<file path="src/rtl/seg_scan_driver.sv">
// Multiplexed N-digit 7-segment scan driver with hex decode, per-digit dp,
// anti-ghost blanking, double-buffered display load and a frame-start strobe.
// Optional build macro: SEG_LZB_EN enables leading-zero blanking.
module seg_scan_driver #(
    parameter int unsigned N_DIGITS  = 4,
    parameter int unsigned DIV       = 50000,
    parameter int unsigned BLANK_CYC = 16
) (
    input  logic                  clk,
    input  logic                  rst,
    input  logic [4*N_DIGITS-1:0] digits_in,
    input  logic [N_DIGITS-1:0]   dp_in,
    input  logic                  load,
    output logic                  frame_start,
    output logic [7:0]            seg,
    output logic [N_DIGITS-1:0]   an
);

    localparam int unsigned CNT_W = (DIV > 1) ? $clog2(DIV) : 1;
    localparam int unsigned IDX_W = (N_DIGITS > 1) ? $clog2(N_DIGITS) : 1;
    localparam int unsigned DIG_W = 4 * N_DIGITS;
    localparam logic [CNT_W-1:0] CNT_LAST = CNT_W'(DIV - 1);
    localparam logic [IDX_W-1:0] IDX_TOP  = IDX_W'(N_DIGITS - 1);

    logic [CNT_W-1:0]    cnt;
    logic [IDX_W-1:0]    idx;
    logic [DIG_W-1:0]    shadow_dig;
    logic [N_DIGITS-1:0] shadow_dp;
    logic [DIG_W-1:0]    disp_dig;
    logic [N_DIGITS-1:0] disp_dp;
    logic                pending;

    logic                wrap_c;
    logic                boundary_c;
    logic                in_blank_c;
    logic [3:0]          cur_dig_c;
    logic                cur_dp_c;
    logic                cur_lz_c;
    logic [N_DIGITS-1:0] an_c;
    logic [7:0]          seg_c;

    // Hex to active-low {g,f,e,d,c,b,a}
    function automatic logic [6:0] hex7(input logic [3:0] v);
        case (v)
            4'h0: hex7 = 7'h40;
            4'h1: hex7 = 7'h79;
            4'h2: hex7 = 7'h24;
            4'h3: hex7 = 7'h30;
            4'h4: hex7 = 7'h19;
            4'h5: hex7 = 7'h12;
            4'h6: hex7 = 7'h02;
            4'h7: hex7 = 7'h78;
            4'h8: hex7 = 7'h00;
            4'h9: hex7 = 7'h10;
            4'hA: hex7 = 7'h08;
            4'hB: hex7 = 7'h03;
            4'hC: hex7 = 7'h46;
            4'hD: hex7 = 7'h21;
            4'hE: hex7 = 7'h06;
            default: hex7 = 7'h0E;
        endcase
    endfunction

    assign wrap_c     = (cnt == CNT_LAST);
    assign boundary_c = wrap_c && (idx == '0);

    // Blank interval at the start of each slot (absent when BLANK_CYC is 0)
    generate
        if (BLANK_CYC == 0) begin : g_no_blank
            assign in_blank_c = 1'b0;
        end else begin : g_blank
            assign in_blank_c = (32'(cnt) < BLANK_CYC);
        end
    endgenerate

    // Slot prescaler and digit index, MS digit first
    always_ff @(posedge clk or posedge rst) begin
        if (rst) begin
            cnt <= '0;
            idx <= IDX_TOP;
        end else if (wrap_c) begin
            cnt <= '0;
            idx <= (idx == '0) ? IDX_TOP : idx - IDX_W'(1);
        end else begin
            cnt <= cnt + CNT_W'(1);
        end
    end

    // Double buffer: loads land in shadow, display swaps only at frame boundary
    always_ff @(posedge clk or posedge rst) begin
        if (rst) begin
            shadow_dig <= '0;
            shadow_dp  <= '0;
            disp_dig   <= '0;
            disp_dp    <= '0;
            pending    <= 1'b0;
        end else begin
            if (load) begin
                shadow_dig <= digits_in;
                shadow_dp  <= dp_in;
            end
            if (boundary_c) begin
                if (load) begin
                    disp_dig <= digits_in;
                    disp_dp  <= dp_in;
                end else if (pending) begin
                    disp_dig <= shadow_dig;
                    disp_dp  <= shadow_dp;
                end
                pending <= 1'b0;
            end else if (load) begin
                pending <= 1'b1;
            end
        end
    end

    // Select current digit, anode pattern and leading-zero state
    always_comb begin
        cur_dig_c = 4'h0;
        cur_dp_c  = 1'b0;
        cur_lz_c  = 1'b0;
        an_c      = '1;
        for (int unsigned k = 0; k < N_DIGITS; k++) begin
            if (idx == IDX_W'(k)) begin
                cur_dig_c = disp_dig[4*k +: 4];
                cur_dp_c  = disp_dp[k];
                an_c[k]   = in_blank_c;
            end
        end
`ifdef SEG_LZB_EN
        begin
            logic run;
            run = 1'b1;
            for (int k = int'(N_DIGITS) - 1; k >= 1; k--) begin
                run = run && (disp_dig[4*k +: 4] == 4'h0) && !disp_dp[k];
                if (idx == IDX_W'(k)) begin
                    cur_lz_c = run;
                end
            end
        end
`endif
        seg_c = cur_lz_c ? 8'hFF : {~cur_dp_c, hex7(cur_dig_c)};
    end

    // Registered pin outputs, one clk behind (idx, cnt)
    always_ff @(posedge clk or posedge rst) begin
        if (rst) begin
            an          <= '1;
            seg         <= 8'hFF;
            frame_start <= 1'b0;
        end else begin
            an          <= an_c;
            seg         <= seg_c;
            frame_start <= (idx == IDX_TOP) && (cnt == '0);
        end
    end

endmodule
</file>
<file path="config.mk">
export PLATFORM = sky130hd
export DESIGN_NAME = seg_scan_driver
export DESIGN_NICKNAME = d
export VERILOG_FILES = /design/src/rtl/seg_scan_driver.sv
export SDC_FILE = /design/constraint.sdc
export NUM_CORES = 1
export LEC_CHECK = 0
export ABC_AREA = 1
export ABC_CLOCK_PERIOD_IN_PS = 3500
export BUFFER_PORTS_ARGS = -buffer_cell sky130_fd_sc_hd__clkbuf_2
export CORE_MARGIN = 5
export CORE_UTILIZATION = 40
export DETAILED_ROUTE_END_ITERATION = 8
export PLACE_DENSITY_LB_ADDON = 0.08
export RECOVER_POWER = 100
export SLEW_MARGIN = 20
export SYNTH_ARGS = -nofsm -noshare
export SYNTH_HDL_FRONTEND = slang
export SYNTH_SLANG_ARGS = --single-unit
</file>
<file path="constraint.sdc">
create_clock -name clk -period 3.5 [get_ports clk]
set_input_delay 0.7 -clock clk [delete_from_list [all_inputs] [get_ports clk]]
set_output_delay 0.7 -clock clk [all_outputs]
set_load 0.05 [all_outputs]
</file>
==> impl_metrics.json, run 1 <==
{
  "leakage_uw": 0.00202,
  "synth_nets": 462,
  "port_buffers": 35,
  "period_minus_slack_ps": 2420,
  "grt_pass1_vias": 2703,
  "netlist.top_cell.by_area": "dfrtp_1",
  "fin_skew_ps": 10.2,
  "viasPerCell": 4.64,
  "startpoint_type": "flop",
  "end_kind": "flop",
  "place_ws_ps": 1180,
  "syn2layout_area_growth_pct": 11.0,
  "synth_xor_area_frac": 0.0226,
  "mappedNetlistArea_mm2": 0.00349,
  "yosys-mux-area-fraction": 0,
  "postCtsResizedCells": 0,
  "cts_buffers": 9,
  "ys_top_cells_by_area": "dfrtp_1 42%, nand2_1 21%, dfstp_2 11%, ha_1 4.3%, nand3_1 4.0%",
  "grt_max_degree": 39,
  "arrival_ps": 2700,
  "drcViolationCount": 0,
  "timing.final.crit_share": 0.692,
  "globalRouteTotalUtil": 0.146,
  "rsz0062_at_grt": "no",
  "synth_top_family_by_area": "simple AND/OR/NAND/NOR gates",
  "syn_area_per_cell_um2": 8.17,
  "setup_slack_ps": 1080,
  "antenna_cells": 0,
  "via_count": 2675,
  "core_mm2": 0.00859,
  "dr.pass1.iters": 4,
  "synth_fa_ha_area_frac": 0.0430,
  "crit_fanout": 20,
  "required_ps": 3770,
  "ctsLongestPathBuffers": 2,
  "gr-total-overflow": 0,
  "yosys.area.top_type_share": 0.416,
  "placement_rows": 34,
  "ys_warn_count": 0,
  "cts_root_buffer": "clkbuf_8",
  "die_w_um": 103,
  "ff_latch_area_mm2": 0.00182,
  "tightest_slew_ps": 1290,
  "fillCellCount": 913,
  "crit_type": "flop to flop",
  "nNetsFinal": 498,
  "ys_types": 31,
  "worstSkewPairLatency_ps": 330,
  "tns_ps": 0,
  "ys_seq_elements": 72,
  "slew_violations": 0,
  "hpwl_um": 4910,
  "placedCellCount": 560,
  "grt_pass1_wl_um": 12500,
  "die_h_um": 103,
  "instances_no_fill": 576,
  "synth_compound_area_frac": 0.0229,
  "ys_seq_area_frac": 0.521,
  "cts_hold_buf": 0,
  "final_hold_viol_count": 0,
  "finish.instance_area_mm2": 0.00387,
  "status": "completed",
  "post_cts_buffers": 0,
  "layout-drive-gt1-share": 0.132,
  "multi_input_area_mm2": 0.00144,
  "post_drt_wl_per_cell_um": 11.9,
  "drv_cap": 0,
  "utilization": 0.451,
  "ios": 36,
  "clkTransAtPathRegs_ps": 70,
  "htree_levels": 3,
  "place.gp.congestion": 0.782,
  "hold_class": "flop to flop",
  "fp.dieArea_mm2": 0.0107,
  "first_iter_violations": 124,
  "cts_sinks": 72,
  "synth_cells": 427,
  "start_util": 0.406,
  "peakVddDrop_mv": 0.185,
  "synth-simple-area-share": 0.329,
  "relSlewSlack": 0.136,
  "pwr_density_cell_mw_per_mm2": 415,
  "setup_violations": 0,
  "postRouteAntennaNets": 0,
  "cts_tree": "yes",
  "antenna_found_initial": 0,
  "fmax_ghz": 0.413,
  "wirelength_um": 6850,
  "place_area_mm2": 0.00374
}
-- per-layer routing --
layer	vias to the layer above	track usage	routed length, um
met5	-	0	0
met4	0	0.0448	90
met3	9	0.0288	311
met2	55	0.231	3000
met1	1215	0.204	3440
li1	1396	-	-
-- registers in the layout, summed over array words and instances, names as in the netlist --
| signal | flops |
|---|---|
| seg | 8 |
| an | 4 |
| shadow_dp | 4 |
| disp_dp | 4 |
| shadow_dig | 16 |
| frame_start | 1 |
| disp_dig | 16 |
| cnt | 16 |
| pending | 1 |
| idx | 2 |
-- cell usage in the layout (no fill, tap or decap) --
cell type	Yosys	final
a21oi_1	7	7
clkbuf_1	2	16
clkbuf_2	0	22
clkbuf_8	0	12
clkinv_1	1	2
clkinv_2	1	1
clkinvlp_2	0	1
clkinvlp_4	0	1
dfrtp_1	58	58
dfstp_1	0	1
dfstp_2	14	13
ha_1	12	12
inv_1	30	31
inv_2	4	2
nand2_1	194	195
nand2_2	2	2
nand3_1	28	28
nand3_4	1	1
nand4_1	5	5
nor2_1	25	26
nor2_2	2	2
nor2_4	2	1
nor3_1	4	5
nor3_4	1	1
nor4_1	2	2
o21ai_0	8	9
or2_2	3	3
xnor2_1	3	3
xor2_1	6	6
-- worst max-delay path, cell delays in order, from the launching register on --
cell      delay [ps]
dfrtp_1          390
ha_1             210
nand2_2           60
nor2_1           290
clkinv_1         180
nor2_4           100
nand2_1          250
nor3_4           670
nand2_1          130
nand2_1           90
-- logic make-up after synthesis --
| group | after synthesis |
|---|---|
| buffers and inverters | 47 |
| AOI/OAI and AO/OA | 16 |
| DFF | 72 |
| and+or+nand+nor | 271 |
| xor gates and xnor gates | 9 |
| adders and majority gates | 12 |
-- cell usage after synthesis --
master,count
clkbuf_1,2
nor2_4,2
o21ai_1,1
buf_6,4
nor3_4,1
nand3_1,28
xor2_1,6
ha_1,12
nor2_2,2
nand3_4,1
inv_2,4
or2_2,3
dfstp_2,14
a21oi_1,7
o21ai_0,8
clkinv_1,1
nor3_1,4
nor3_2,1
nand2_1,194
inv_1,30
buf_4,1
clkinv_2,1
nand4_1,5
buf_1,2
xnor2_1,3
dfrtp_1,58
nand2_4,1
nand2_2,2
nor4_1,2
buf_2,2
nor2_1,25
-- where the power goes --
group	total [uW]	switching, uW	internal (uW)
logic	120	86.9	32.8
registers	882	11.4	871
clock network	605	289	315
total	1610	387	1220
-- layout make-up --
class | instances | area share
clock buffers | 14 | 0.0446
clock inverters | 2 | 0.00323
inverters | 36 | 0.0352
multi-input cells | 308 | 0.371
flip-flops and latches | 72 | 0.469
well taps | 108 | 0.0349
repair buffers | 36 | 0.0420
-- final timing paths --
path                            start            to  slack (ps)  depth (start not counted)
min                        disp_dp[3]        seg[7]         430                          1
max reg2reg                    cnt[0]   disp_dig[8]        1080                          9
min in group asynchronous         rst  disp_dig[14]         710                          2
max in group asynchronous         rst   frame_start        1240                          3
min reg2reg                disp_dp[3]        seg[7]         430                          1
max                            cnt[0]   disp_dig[8]        1080                          9
-- metrics by stage --
step	power, uW	hold WS, ps
floorplan	984	391
global placement	1020	434
detailed placement	1030	428
CTS	1640	439
global route	1700	484
finish	1610	434
(Power assumes the default switching activity.)
==> inputs of run 2 (changes only) <==
--- a/config.mk
+++ b/config.mk
@@ -6,7 +6,7 @@
 export NUM_CORES = 1
 export LEC_CHECK = 0
 export ABC_AREA = 1
-export ABC_CLOCK_PERIOD_IN_PS = 3500
+export ABC_CLOCK_PERIOD_IN_PS = 2100
 export BUFFER_PORTS_ARGS = -buffer_cell sky130_fd_sc_hd__clkbuf_2
 export CORE_MARGIN = 5
 export CORE_UTILIZATION = 40
==> constraint.sdc (replaced) <==
create_clock -name clk -period 2.1 [get_ports clk]
set_input_delay 0.42 -clock clk [delete_from_list [all_inputs] [get_ports clk]]
set_output_delay 0.42 -clock clk [all_outputs]
set_load 0.05 [all_outputs]
==> run 2 against run 1 <==
Count of clock-buffer cells in the layout fell by 2. Cell count rose by 1.6%. Critical path depth rose by 1. Worst hold slack got worse by 250 ps. Die area did not move. First-iteration DRC count fell by 34%. Sequential share of layout area fell by 0.99 points. Routed wire length rose by 4.0%. Non-clock buffer count rose by 9. Setup slack got worse by 930 ps. Total power rose by 69%.
==> impl_metrics.json, run 2 (synthesized netlist as in run 1, its figures left out) <==
{
  "dr.pass1.iters": 4,
  "reg2reg_depth": 10,
  "fmax_ghz": 0.512,
  "timing.final.crit_share": 0.930,
  "slew_violations": 0,
  "worstSkewPairLatency_ps": 330,
  "period_minus_slack_ps": 1950,
  "die_w_um": 103,
  "p_total_uw": 2710,
  "relSlewSlack": 0.381,
  "finish.instance_area_mm2": 0.00396,
  "htree_levels": 3,
  "grt_pass1_wl_um": 12600,
  "postRouteAntennaNets": 0,
  "antenna_cells": 0,
  "end_kind": "flop",
  "start_util": 0.406,
  "crit_fanout": 7,
  "clkTransAtPathRegs_ps": 70,
  "ctsLongestPathBuffers": 2,
  "placement_rows": 34,
  "drcViolationCount": 0,
  "tns_ps": 0,
  "cts_sinks": 72,
  "mostFrequentLayoutCells": "193 x nand2_1, 58 x dfrtp_1, 29 x inv_1",
  "place.gp.congestion": 0.814,
  "hpwl_um": 5200,
  "hold_class": "input port to async pin",
  "setup_violations": 0,
  "tightest_slew_ps": 928,
  "layout-drive-gt1-share": 0.161,
  "peakVddDrop_mv": 0.381,
  "die_h_um": 103,
  "required_ps": 2380,
  "ff_latch_area_mm2": 0.00182,
  "gr-total-overflow": 0,
  "grt_pass1_vias": 2640,
  "cts_tree": "yes",
  "ios": 36,
  "fp.dieArea_mm2": 0.0107,
  "core_mm2": 0.00859,
  "port_buffers": 35,
  "arrival_ps": 2230,
  "crit_type": "flop to flop",
  "reg_top3": "cnt x16, disp_dig x16, shadow_dig x16",
  "globalRouteTotalUtil": 0.150,
  "syn2layout_area_growth_pct": 13.4,
  "via_count": 2715,
  "post_drt_wl_per_cell_um": 12.2,
  "antenna_found_initial": 0,
  "cts_root_buffer": "clkbuf_8",
  "status": "completed",
  "rsz0062_at_grt": "no",
  "whs_ps": 183,
  "viasPerCell": 4.64,
  "drv_cap": 0,
  "pwr_density_cell_mw_per_mm2": 685,
  "cts_buffers": 9,
  "nNetsFinal": 507,
  "final_hold_viol_count": 0,
  "multi_input_area_mm2": 0.00146,
  "grt_max_degree": 39,
  "startpoint_type": "flop",
  "leakage_uw": 0.00207,
  "wirelength_um": 7120,
  "first_iter_violations": 82,
  "final_common_cell": "nand2_1",
  "fin_skew_ps": 9.68,
  "place_area_mm2": 0.00381,
  "fillCellCount": 886,
  "post_cts_buffers": 0
}
## run 2: cell count changes in the layout (fill, tap and decap cells not counted), sizes merged
| cell | change |
|---|---|
| clkinv | +1 |
| clkbuf | -1 |
| bufinv | +1 |
| buf | +8 |
## run 2: cell type report
type / count / area share
well taps: 108 / 0.0341
multi-input cells: 308 / 0.369
repair buffers: 45 / 0.0572
flip-flops and latches: 72 / 0.460
inverters: 36 / 0.0348
clock inverters: 4 / 0.0117
clock buffers: 12 / 0.0341
## run 2: per-stage QoR
step                      worst slack [ps]  utilization  std cells
after global routing                 0.161        0.461        585
after floorplan                        177            -        427
after detailed placement              6.56        0.444        569
after global placement                 111        0.444        569
after CTS                             38.6        0.465        585
final                                  147        0.461        585
## run 2: worst max-delay path: stages (launching register included)
cell and delay (ps):
dfstp_2 560, inv_1 70, ha_2 220, nand2_1 80, nand3_1 100, a21oi_1 300
ha_2 310, nand2_1 80, nand2_1 80, nand2_1 50, nand2_1 60
## run 2: path summary, 6_finish.rpt
kind,start,endpoint,slack (ps)
worst max-delay path,idx[1],seg[3],150
worst min-delay path,rst,disp_dig[12],180
worst max register to register,idx[1],seg[3],150
worst min register to register,disp_dp[3],seg[7],440
max in group asynchronous,rst,cnt[12],580
min in group clk,dp_in[3],shadow_dp[3],310
## run 2: layer usage
| layer | track usage | share of wire |
|---|---|---|
| met5 | 0 | 0 |
| met4 | 0.0677 | 0.015 |
| met3 | 0.0268 | 0.040 |
| met2 | 0.226 | 0.45 |
| met1 | 0.211 | 0.50 |
## run 2: timing repair
item / CTS / global route
endpoints found under the hold margin: 0 / 0
gates resized for setup: 1 / 6
hold buffers: 0 / 0
endpoints found under the setup margin: 2 / 6
## run 2: report_power, final
part,internal [uW],switching (uW)
clock,545,490
sequential,1450,21.0
combinational,57.9,148
